===== config.mk =====
export PLATFORM = sky130hd
export DESIGN_NAME = apb_rr_master_flat
export DESIGN_NICKNAME = d
export VERILOG_FILES = /design/src/rtl/apb_rr_master_if.sv /design/src/rtl/apb_rr_master.sv /design/src/flat_wrapper.sv
export SDC_FILE = /design/constraint.sdc
export NUM_CORES = 1
export LEC_CHECK = 0
export ABC_AREA = 1
export CORE_MARGIN = 3
export CORE_UTILIZATION = 37
export DETAILED_ROUTE_END_ITERATION = 8
export GPL_ROUTABILITY_DRIVEN = 0
export PLACE_DENSITY = 0.87
export SYNTH_ARGS = -nofsm -noshare
export SYNTH_HDL_FRONTEND = slang
export SYNTH_SLANG_ARGS = --single-unit

===== constraint.sdc =====
create_clock -name pclk -period 1.8 [get_ports pclk]
set_input_delay 0.18 -clock pclk [delete_from_list [all_inputs] [get_ports pclk]]
set_output_delay 0.18 -clock pclk [all_outputs]
set_load 0.01 [all_outputs]

===== src/rtl/apb_rr_master_if.sv =====
// Requester-side and APB-side signals of the round-robin APB master.
// The master modport is the arbiter's view; the slave modport is the environment's view.
interface apb_rr_master_if #(
    parameter int req_n = 2
);
    logic [req_n-1:0]    req;
    logic [req_n*5-1:0]  req_addr;
    logic [req_n-1:0]    req_we;
    logic [req_n*32-1:0] req_wd;
    logic [req_n-1:0]    ack;
    logic [31:0]         rd;
    logic                err;
    logic                busy;
    logic [4:0]          paddr;
    logic [31:0]         pwdata;
    logic                pwrite;
    logic                psel;
    logic                penable;
    logic [31:0]         prdata;
    logic                pready;
    logic                pslverr;

    modport master (
        input  req, req_addr, req_we, req_wd, prdata, pready, pslverr,
        output ack, rd, err, busy, paddr, pwdata, pwrite, psel, penable
    );

    modport slave (
        output req, req_addr, req_we, req_wd, prdata, pready, pslverr,
        input  ack, rd, err, busy, paddr, pwdata, pwrite, psel, penable
    );
endinterface


===== src/rtl/apb_rr_master.sv =====
// Round-robin APB master: shares one APB slave between req_n requesters,
// runs SETUP/ACCESS, returns read data / error and aborts stalled transfers.
module apb_rr_master #(
    parameter int req_n   = 2,
    parameter int tmo_lim = 255,
    parameter int tmo_w   = 8
) (
    input  logic             pclk,
    input  logic             presetn,
    apb_rr_master_if.master  bus
);
    localparam int GW = (req_n > 1) ? $clog2(req_n) : 1;
    localparam logic [tmo_w-1:0] TMO_LAST = (tmo_lim == 0) ? '0 : tmo_w'(tmo_lim - 1);

    typedef enum logic [1:0] {IDLE, SETUP, ACCESS} state_t;

    state_t           state_q;
    logic [GW-1:0]    gnt_q;
    logic [GW-1:0]    last_q;
    logic [tmo_w-1:0] cnt_q;
    logic [4:0]       paddr_q;
    logic [31:0]      pwdata_q;
    logic             pwrite_q;
    logic             psel_q;
    logic             penable_q;

    logic [4:0]  addr_a [req_n];
    logic [31:0] wd_a   [req_n];

    for (genvar i = 0; i < req_n; i++) begin : g_lane
        assign addr_a[i] = bus.req_addr[i*5 +: 5];
        assign wd_a[i]   = bus.req_wd[i*32 +: 32];
    end

    // Scan downward so the candidate closest after last_q is the one kept.
    logic          pick_vld_d;
    logic [GW-1:0] pick_d;
    logic [GW-1:0] cand_d;
    always_comb begin
        pick_vld_d = 1'b0;
        pick_d     = '0;
        cand_d     = '0;
        for (int k = req_n; k >= 1; k--) begin
            cand_d = GW'((int'(last_q) + k) % req_n);
            if (bus.req[cand_d]) begin
                pick_vld_d = 1'b1;
                pick_d     = cand_d;
            end
        end
    end

    logic in_acc, done, tmo, fin;
    assign in_acc = (state_q == ACCESS);
    assign done   = in_acc && bus.pready;
    assign tmo    = in_acc && !bus.pready && (tmo_lim != 0) && (cnt_q == TMO_LAST);
    assign fin    = done || tmo;

    always_comb begin
        bus.ack = '0;
        if (fin) bus.ack[gnt_q] = 1'b1;
    end

    assign bus.rd      = (done && !pwrite_q) ? bus.prdata : '0;
    assign bus.err     = done ? bus.pslverr : tmo;
    assign bus.busy    = (state_q != IDLE);
    assign bus.paddr   = paddr_q;
    assign bus.pwdata  = pwdata_q;
    assign bus.pwrite  = pwrite_q;
    assign bus.psel    = psel_q;
    assign bus.penable = penable_q;

    always_ff @(posedge pclk or negedge presetn) begin
        if (!presetn) begin
            state_q   <= IDLE;
            gnt_q     <= '0;
            last_q    <= GW'(req_n - 1);
            cnt_q     <= '0;
            paddr_q   <= '0;
            pwdata_q  <= '0;
            pwrite_q  <= 1'b0;
            psel_q    <= 1'b0;
            penable_q <= 1'b0;
        end else begin
            case (state_q)
                IDLE: begin
                    psel_q    <= 1'b0;
                    penable_q <= 1'b0;
                    cnt_q     <= '0;
                    if (pick_vld_d) begin
                        gnt_q    <= pick_d;
                        last_q   <= pick_d;
                        paddr_q  <= addr_a[pick_d];
                        pwdata_q <= wd_a[pick_d];
                        pwrite_q <= bus.req_we[pick_d];
                        psel_q   <= 1'b1;
                        state_q  <= SETUP;
                    end
                end
                SETUP: begin
                    penable_q <= 1'b1;
                    state_q   <= ACCESS;
                end
                ACCESS: begin
                    if (fin) begin
                        psel_q    <= 1'b0;
                        penable_q <= 1'b0;
                        cnt_q     <= '0;
                        state_q   <= IDLE;
                    end else begin
                        cnt_q <= cnt_q + 1'b1;
                    end
                end
                default: state_q <= IDLE;
            endcase
        end
    end
endmodule


===== src/flat_wrapper.sv =====
// flat-port wrapper written by rule: the top's interface ports become plain ports
module apb_rr_master_flat 
#(
    parameter int req_n   = 2,
    parameter int tmo_lim = 255,
    parameter int tmo_w   = 8
)
  (pclk, presetn, bus_req, bus_req_addr, bus_req_we, bus_req_wd, bus_prdata, bus_pready, bus_pslverr, bus_ack, bus_rd, bus_err, bus_busy, bus_paddr, bus_pwdata, bus_pwrite, bus_psel, bus_penable);
  apb_rr_master_if #(.req_n(req_n)) bus_i ();
  input  logic pclk;
  input  logic presetn;
  input wire logic [$bits(bus_i.req)-1:0] bus_req;
  input wire logic [$bits(bus_i.req_addr)-1:0] bus_req_addr;
  input wire logic [$bits(bus_i.req_we)-1:0] bus_req_we;
  input wire logic [$bits(bus_i.req_wd)-1:0] bus_req_wd;
  input wire logic [$bits(bus_i.prdata)-1:0] bus_prdata;
  input wire logic [$bits(bus_i.pready)-1:0] bus_pready;
  input wire logic [$bits(bus_i.pslverr)-1:0] bus_pslverr;
  output wire logic [$bits(bus_i.ack)-1:0] bus_ack;
  output wire logic [$bits(bus_i.rd)-1:0] bus_rd;
  output wire logic [$bits(bus_i.err)-1:0] bus_err;
  output wire logic [$bits(bus_i.busy)-1:0] bus_busy;
  output wire logic [$bits(bus_i.paddr)-1:0] bus_paddr;
  output wire logic [$bits(bus_i.pwdata)-1:0] bus_pwdata;
  output wire logic [$bits(bus_i.pwrite)-1:0] bus_pwrite;
  output wire logic [$bits(bus_i.psel)-1:0] bus_psel;
  output wire logic [$bits(bus_i.penable)-1:0] bus_penable;
  assign bus_i.req = bus_req;
  assign bus_i.req_addr = bus_req_addr;
  assign bus_i.req_we = bus_req_we;
  assign bus_i.req_wd = bus_req_wd;
  assign bus_i.prdata = bus_prdata;
  assign bus_i.pready = bus_pready;
  assign bus_i.pslverr = bus_pslverr;
  assign bus_ack = bus_i.ack;
  assign bus_rd = bus_i.rd;
  assign bus_err = bus_i.err;
  assign bus_busy = bus_i.busy;
  assign bus_paddr = bus_i.paddr;
  assign bus_pwdata = bus_i.pwdata;
  assign bus_pwrite = bus_i.pwrite;
  assign bus_psel = bus_i.psel;
  assign bus_penable = bus_i.penable;
  apb_rr_master #(.req_n(req_n), .tmo_lim(tmo_lim), .tmo_w(tmo_w)) u_core (.pclk(pclk), .presetn(presetn), .bus(bus_i));
endmodule

After elaboration in Yosys (flattened, before gate mapping)
Cells that the tools add are included.
- mux-type cells: 30
- order comparisons: 6
- reductions and logical operators: 16
- multipliers: 0
- add/sub/neg operators: 3
- bitwise operators: 1
- equal/unequal tests: 5
- shift-type cells: 0
- div/mod/pow operators: 0
- operators by type and width (cell ; count):
    2-to-1 mux 32 bit ; 4
    case mux 8 bit (2 select lines) ; 1
    2-to-1 mux 5 bit ; 3
    2-to-1 mux 1 bit ; 14
    adder 8 x 1 -> 8 bit, second input constant ; 1
    equality test 8 bit, second input constant ; 1
    less-than comparator 1 x 2 -> 1 bit, second input constant ; 4
    2-to-1 mux 8 bit ; 1
    AND reduction 2 bit ; 4
    2-to-1 mux 2 bit ; 3
    case mux 2 bit (3 select lines) ; 1
    logical AND 1 bit ; 5
    nonzero test 2 bit ; 2
    case mux 1 bit (3 select lines) ; 1
    nonzero test 3 bit ; 1
    adder 1 bit, second input constant ; 2
    equality test 2 x 1 -> 1 bit, second input constant ; 1
    equality test 2 bit, second input constant ; 1
    greater-or-equal comparator 2 bit, second input constant ; 1
    zero test 1 bit ; 2
    zero test 2 bit ; 1
    inequality test 2 x 1 -> 1 bit, second input constant ; 1
    inequality test 2 bit, second input constant ; 1
    inverter 1 -> 2 bit ; 1
    other kinds (4) ; 4
- memories: 0
- logic and storage cells: 70
- bits in read-only memories: 0
- bits in registers: 52
- bits in writable memories: 0
- latch bits: 0

Longest topological paths before layout
- word-level depth: 9
- gate-level depth with buffers: 7
- gate-level depth less buffers: 7

Worst setup path after synthesis
OpenSTA, ideal clock, no wires.
- path type: reg-to-output
- start: register u_core.cnt_q[0]
- end: output bus_ack[0]
- arrival: 1.162 ns
- cell stages (with the launch flop): 7
- path buffers: 0
- setup slack: 0.458 ns
- path through: dfrtp_1 > inv_1 > ha_1 > nand2_1 > nor2_1 > nand3_4 > a21oi_1
- longest elaborated chain between the ends: 4
- RTL lines (item ; RTL line ; RTL):
    start: declaration ; apb_rr_master.sv:20 ; logic [tmo_w-1:0] cnt_q;
    start signal: assignment ; apb_rr_master.sv:110 ; cnt_q <= cnt_q + 1'b1;
    equality test 8 bit ; apb_rr_master.sv:55 ; assign tmo = in_acc && !bus.pready && (tmo_lim != 0) && (cnt_q == TMO_LAST);
    logical AND 1 bit ; apb_rr_master.sv:55 ;
    logical OR 1 bit ; apb_rr_master.sv:56 ; assign fin = done || tmo;
    2-to-1 mux 2 bit ; apb_rr_master.sv:60 ; if (fin) bus.ack[gnt_q] = 1'b1;
    end: declaration ; flat_wrapper.sv:19 ; output wire logic [$bits(bus_i.ack)-1:0] bus_ack;
No other way between the ends.

Worst setup path in the final report
- start: register u_core.state_q[0]
- end: output bus_rd[8]
- longest elaborated chain between the ends: 4
- RTL lines (item ; RTL line ; RTL):
    start: declaration ; apb_rr_master.sv:17 ; state_t state_q;
    start signal: assignment ; apb_rr_master.sv:74 ; state_q <= IDLE;
    start signal: assignment ; apb_rr_master.sv:96 ; state_q <= SETUP;
    start signal: assignment ; apb_rr_master.sv:101 ; state_q <= ACCESS;
    equality test 2 bit ; apb_rr_master.sv:53 ; assign in_acc = (state_q == ACCESS);
    logical AND 1 bit ; apb_rr_master.sv:54 ; assign done = in_acc && bus.pready;
    logical AND 1 bit ; apb_rr_master.sv:63 ; assign bus.rd = (done && !pwrite_q) ? bus.prdata : '0;
    2-to-1 mux 32 bit ; apb_rr_master.sv:63 ;
    end: declaration ; flat_wrapper.sv:20 ; output wire logic [$bits(bus_i.rd)-1:0] bus_rd;
No other way between the ends.

==> results.md <==
### Status
- completed — run status

### Die
- 38.57% — initial standard-cell utilization of the core
- 32 — number of cell rows
- 96.45 um — die extent in y
- 9302 um^2 — area enclosed by the die boundary
- 7848 um^2 — Core Area
- 96.45 um — die span in x
- 190 — number of placed I/O pins

### Global routing
- 19.95% — aggregate global-route resource usage
- 8.443% — global-route track usage on met3
- 3,137 — via count of the first global-routing pass
- 0 — overflow left after global routing
- 14,520 um — wire length of the first global-routing pass
- 0 — antenna violations before repair
- 38.16% — met2 Use GR
- met2 — gr busiest metal
- 39 — largest net degree at the start of global routing
- 20.49% — met1 routing resource usage after global routing

### Pwr
- 13.1% — portion of total power attributed to the clock network
- 57.0% — combinational cell fraction of total power
- 38.68% — switching fraction of total power
- 4.080 mW — internal power consumption
- 2.368 nW — Leak Pwr
- 29.9% — Flop pwr share
- 6.654 mW — Pwr Total
- 2.574 mW — switching power of the nets
- 1296 nW/um^2 — power density over the cells
- 0.7826 mV — largest voltage drop on the vdd net

### Clocking
- sky130_fd_sc_hd__clkbuf_8 — buffer cell driving the clock tree root
- 5 — clock buffer count from CTS
- 2 — maximum level of the CTS H-tree
- 0 — number of buffers added for setup after CTS
- 300 ps — latest clock arrival within the worst-skew pair
- 2 — buffer depth of the longest clock path
- 52 — clock sink count
- 100 ps — CTS clock-pin slew for the worst setup and hold paths
- built — TritonCTS clock tree

### Logic synthesis
- 360 — Post-Syn Instances
- 52 — post-synthesis register bit count
- 8.407 um^2 — post-synthesis area per instance
- 476 — Syn Nets
- 3027 um^2 — total standard cell area after synthesis
- 43.03% — post-synthesis sequential area ratio
- 0 — Synth warnings
- 30 — unique cell type count in the Yosys netlist

### Place
- 189 — # port buffers
- -197.2 ps — worst slack at placement
- 653 — # placed instances
- 7522 um — post-detail-place hpwl

### Detailed routing
- 86 — 1st-iter DRT viols
- 4 — iteration count of the initial detailed-routing pass
- 3,125 — DR vias
- 4.721 — routed vias/inst
- 14.26 um — routed wire length per instance
- 0 — post-route ant nets
- 9442 um — Total Routed Length
- 0 — DRC violation count after routing

### Final layout
- 65.40% — Layout Utilization
- 662 — non-filler instance count after layout
- 22.14% — ratio of cells with drive above 1 in the final layout
- sky130_fd_sc_hd__clkdlybuf4s50_1, sky130_fd_sc_hd__nor2_1, sky130_fd_sc_hd__o21ai_2 — most frequent cells in the layout
- 675 — number of nets in the final layout
- 69.57% — synth-to-layout area growth
- 0 — diodes inserted
- sky130_fd_sc_hd__clkdlybuf4s50_1 — most common cell after layout, fill and taps aside

### Critical path
- 300 ps — FF-to-FF setup slack
- register — type of element launching the critical path
- register to output pin — category of the critical setup timing path
- u_core.bus.pwdata[14] — R2R Path End
- 1620 ps — data required time at the worst endpoint
- 7 — cell depth of the worst flop-to-flop path
- 1520 ps — data arrival time of the critical path
- u_core.state_q[0] — Crit Reg-Reg Startpoint
- output pin — crit end category
- 32 — worst-path maximum fanout

### STA
- 446.8 ps — actual transition at the worst max-transition pin
- 587.4 MHz — f_max
- 0 — final setup fails
- no — setup repair after global routing missed its margin
- 97.47 ps — min setup slack post-route
- 1703 ps — post-route minimum period
- 70.21% — headroom to the max-slew limit
- 94.58% — period utilization
- 16.64 ps — clock skew
- 0 — pins over their slew limit
- 0 — Hold Vio Cnt, Final

### Min path
- primary input to asynchronous set/reset pin — hold crit path type

### Flow run
- 0 — number of violations of the max-capacitance limit

## repair_timing
action	4_1_cts	5_1_grt
hold endpoints to repair	17	0
gates resized for setup	40	44
hold buffers	1	0
pin swaps	0	1
endpoints found under the setup margin	35	30
## Yosys cell counts
library cell,number,area [um^2]
sky130_fd_sc_hd__a21oi_1,3,15.01
sky130_fd_sc_hd__a21oi_2,1,8.760
sky130_fd_sc_hd__and3_1,1,6.260
sky130_fd_sc_hd__buf_2,6,30.03
sky130_fd_sc_hd__buf_6,11,123.9
sky130_fd_sc_hd__buf_8,1,15.01
sky130_fd_sc_hd__clkbuf_2,1,5.000
sky130_fd_sc_hd__dfrtp_1,51,1276
sky130_fd_sc_hd__dfstp_2,1,26.28
sky130_fd_sc_hd__ha_1,2,25.02
sky130_fd_sc_hd__inv_1,43,161.4
sky130_fd_sc_hd__inv_2,3,11.26
sky130_fd_sc_hd__inv_4,1,6.260
sky130_fd_sc_hd__nand2_1,54,202.7
sky130_fd_sc_hd__nand2_2,2,12.51
sky130_fd_sc_hd__nand2_4,1,11.26
sky130_fd_sc_hd__nand3_1,3,15.01
sky130_fd_sc_hd__nand3_4,3,52.55
sky130_fd_sc_hd__nand4_1,2,12.51
sky130_fd_sc_hd__nor2_1,80,300.3
sky130_fd_sc_hd__nor2_2,2,12.51
sky130_fd_sc_hd__nor2_4,1,11.26
sky130_fd_sc_hd__nor3_1,1,5.000
sky130_fd_sc_hd__nor3_2,1,10.01
sky130_fd_sc_hd__o21ai_0,4,20.02
sky130_fd_sc_hd__o21ai_1,17,85.08
sky130_fd_sc_hd__o21ai_2,59,516.8
sky130_fd_sc_hd__o21ai_4,1,16.27
sky130_fd_sc_hd__o22ai_1,1,6.260
sky130_fd_sc_hd__xor2_1,3,26.28
## worst max path at each step
| stage | startpoint | endpoint | slack, ps |
|---|---|---|---|
| after global routing | u_core.state_q[0] | bus_rd[4] | 0.3 |
| after CTS | u_core.cnt_q[0] | bus_ack[0] | -6 |
| after floorplan | u_core.cnt_q[0] | bus_ack[0] | 460 |
| after global placement | bus_pready | bus_ack[0] | -170 |
| final | u_core.state_q[0] | bus_rd[8] | 100 |
| after detailed placement | bus_pready | bus_ack[0] | -200 |
## through the flow
step                setup TNS [ps]  hold slack (ps)  cell area, um^2
floorplan                        0           -115.6             3027
global placement             -2603            155.8             5075
detailed placement           -3902            152.2             5075
CTS                         -5.595            344.4             5177
global route                     0            384.4             5132
finish                           0            334.6             5132
## flip-flops by register name (all words and copies together), names as in the netlist
signal and flops:
u_core.bus.psel 1, u_core.last_q 1, u_core.gnt_q 1, u_core.bus.pwdata 32
u_core.cnt_q 8, u_core.state_q 2, u_core.bus.penable 1, u_core.bus.pwrite 1
u_core.bus.paddr 5
## worst max-delay path, cell delays in order (launching register included)
cell	delay [ps]
sky130_fd_sc_hd__dfrtp_1	390
sky130_fd_sc_hd__inv_2	70
sky130_fd_sc_hd__nand2_2	60
sky130_fd_sc_hd__inv_2	100
sky130_fd_sc_hd__nand3_4	80
sky130_fd_sc_hd__buf_12	170
sky130_fd_sc_hd__nor2_1	80
sky130_fd_sc_hd__dlygate4sd2_1	280
## final cells by class
cell class                      instances  area [um^2]
Fill cell                             647         2715
Clock buffer                            7        96.34
Multi-Input combinational cell        242         1378
Tap cell                              102        127.6
Timing Repair Buffer                  211         2019
Inverter                               47        178.9
Sequential cell                        52         1303
Clock inverter                          1        30.03
## metal layers
layer | part of all wire, % | wire length [um] | vias up
met5 | 0 | 0 | -
met4 | 0.18 | 17 | 0
met3 | 13 | 1248 | 2
met2 | 51 | 4813 | 150
met1 | 36 | 3363 | 1456
li1 | - | - | 1517
## logic make-up (layout without fill, tap and decap cells)
family,Yosys count,after routing,share of synthesized area [%]
AOI/OAI and AO/OA,86,86,22.08
xor gates and xnor gates,3,3,0.8683
adders and majority gates,2,2,0.8267
buffers and inverters,66,266,11.66
DFF,52,52,43.03
and+or+nand+nor,151,151,21.54
## power by group through the flow
stage	registers [mW]	logic [mW]	clock network, mW
after global routing	2.05	4.14	0.939
after detailed placement	2.01	3.90	0
after global placement	1.97	3.82	0
after CTS	2.00	3.87	0.896
final	1.99	3.79	0.873
after floorplan	2.22	1.84	0
Power figures use the tool's default switching activity.
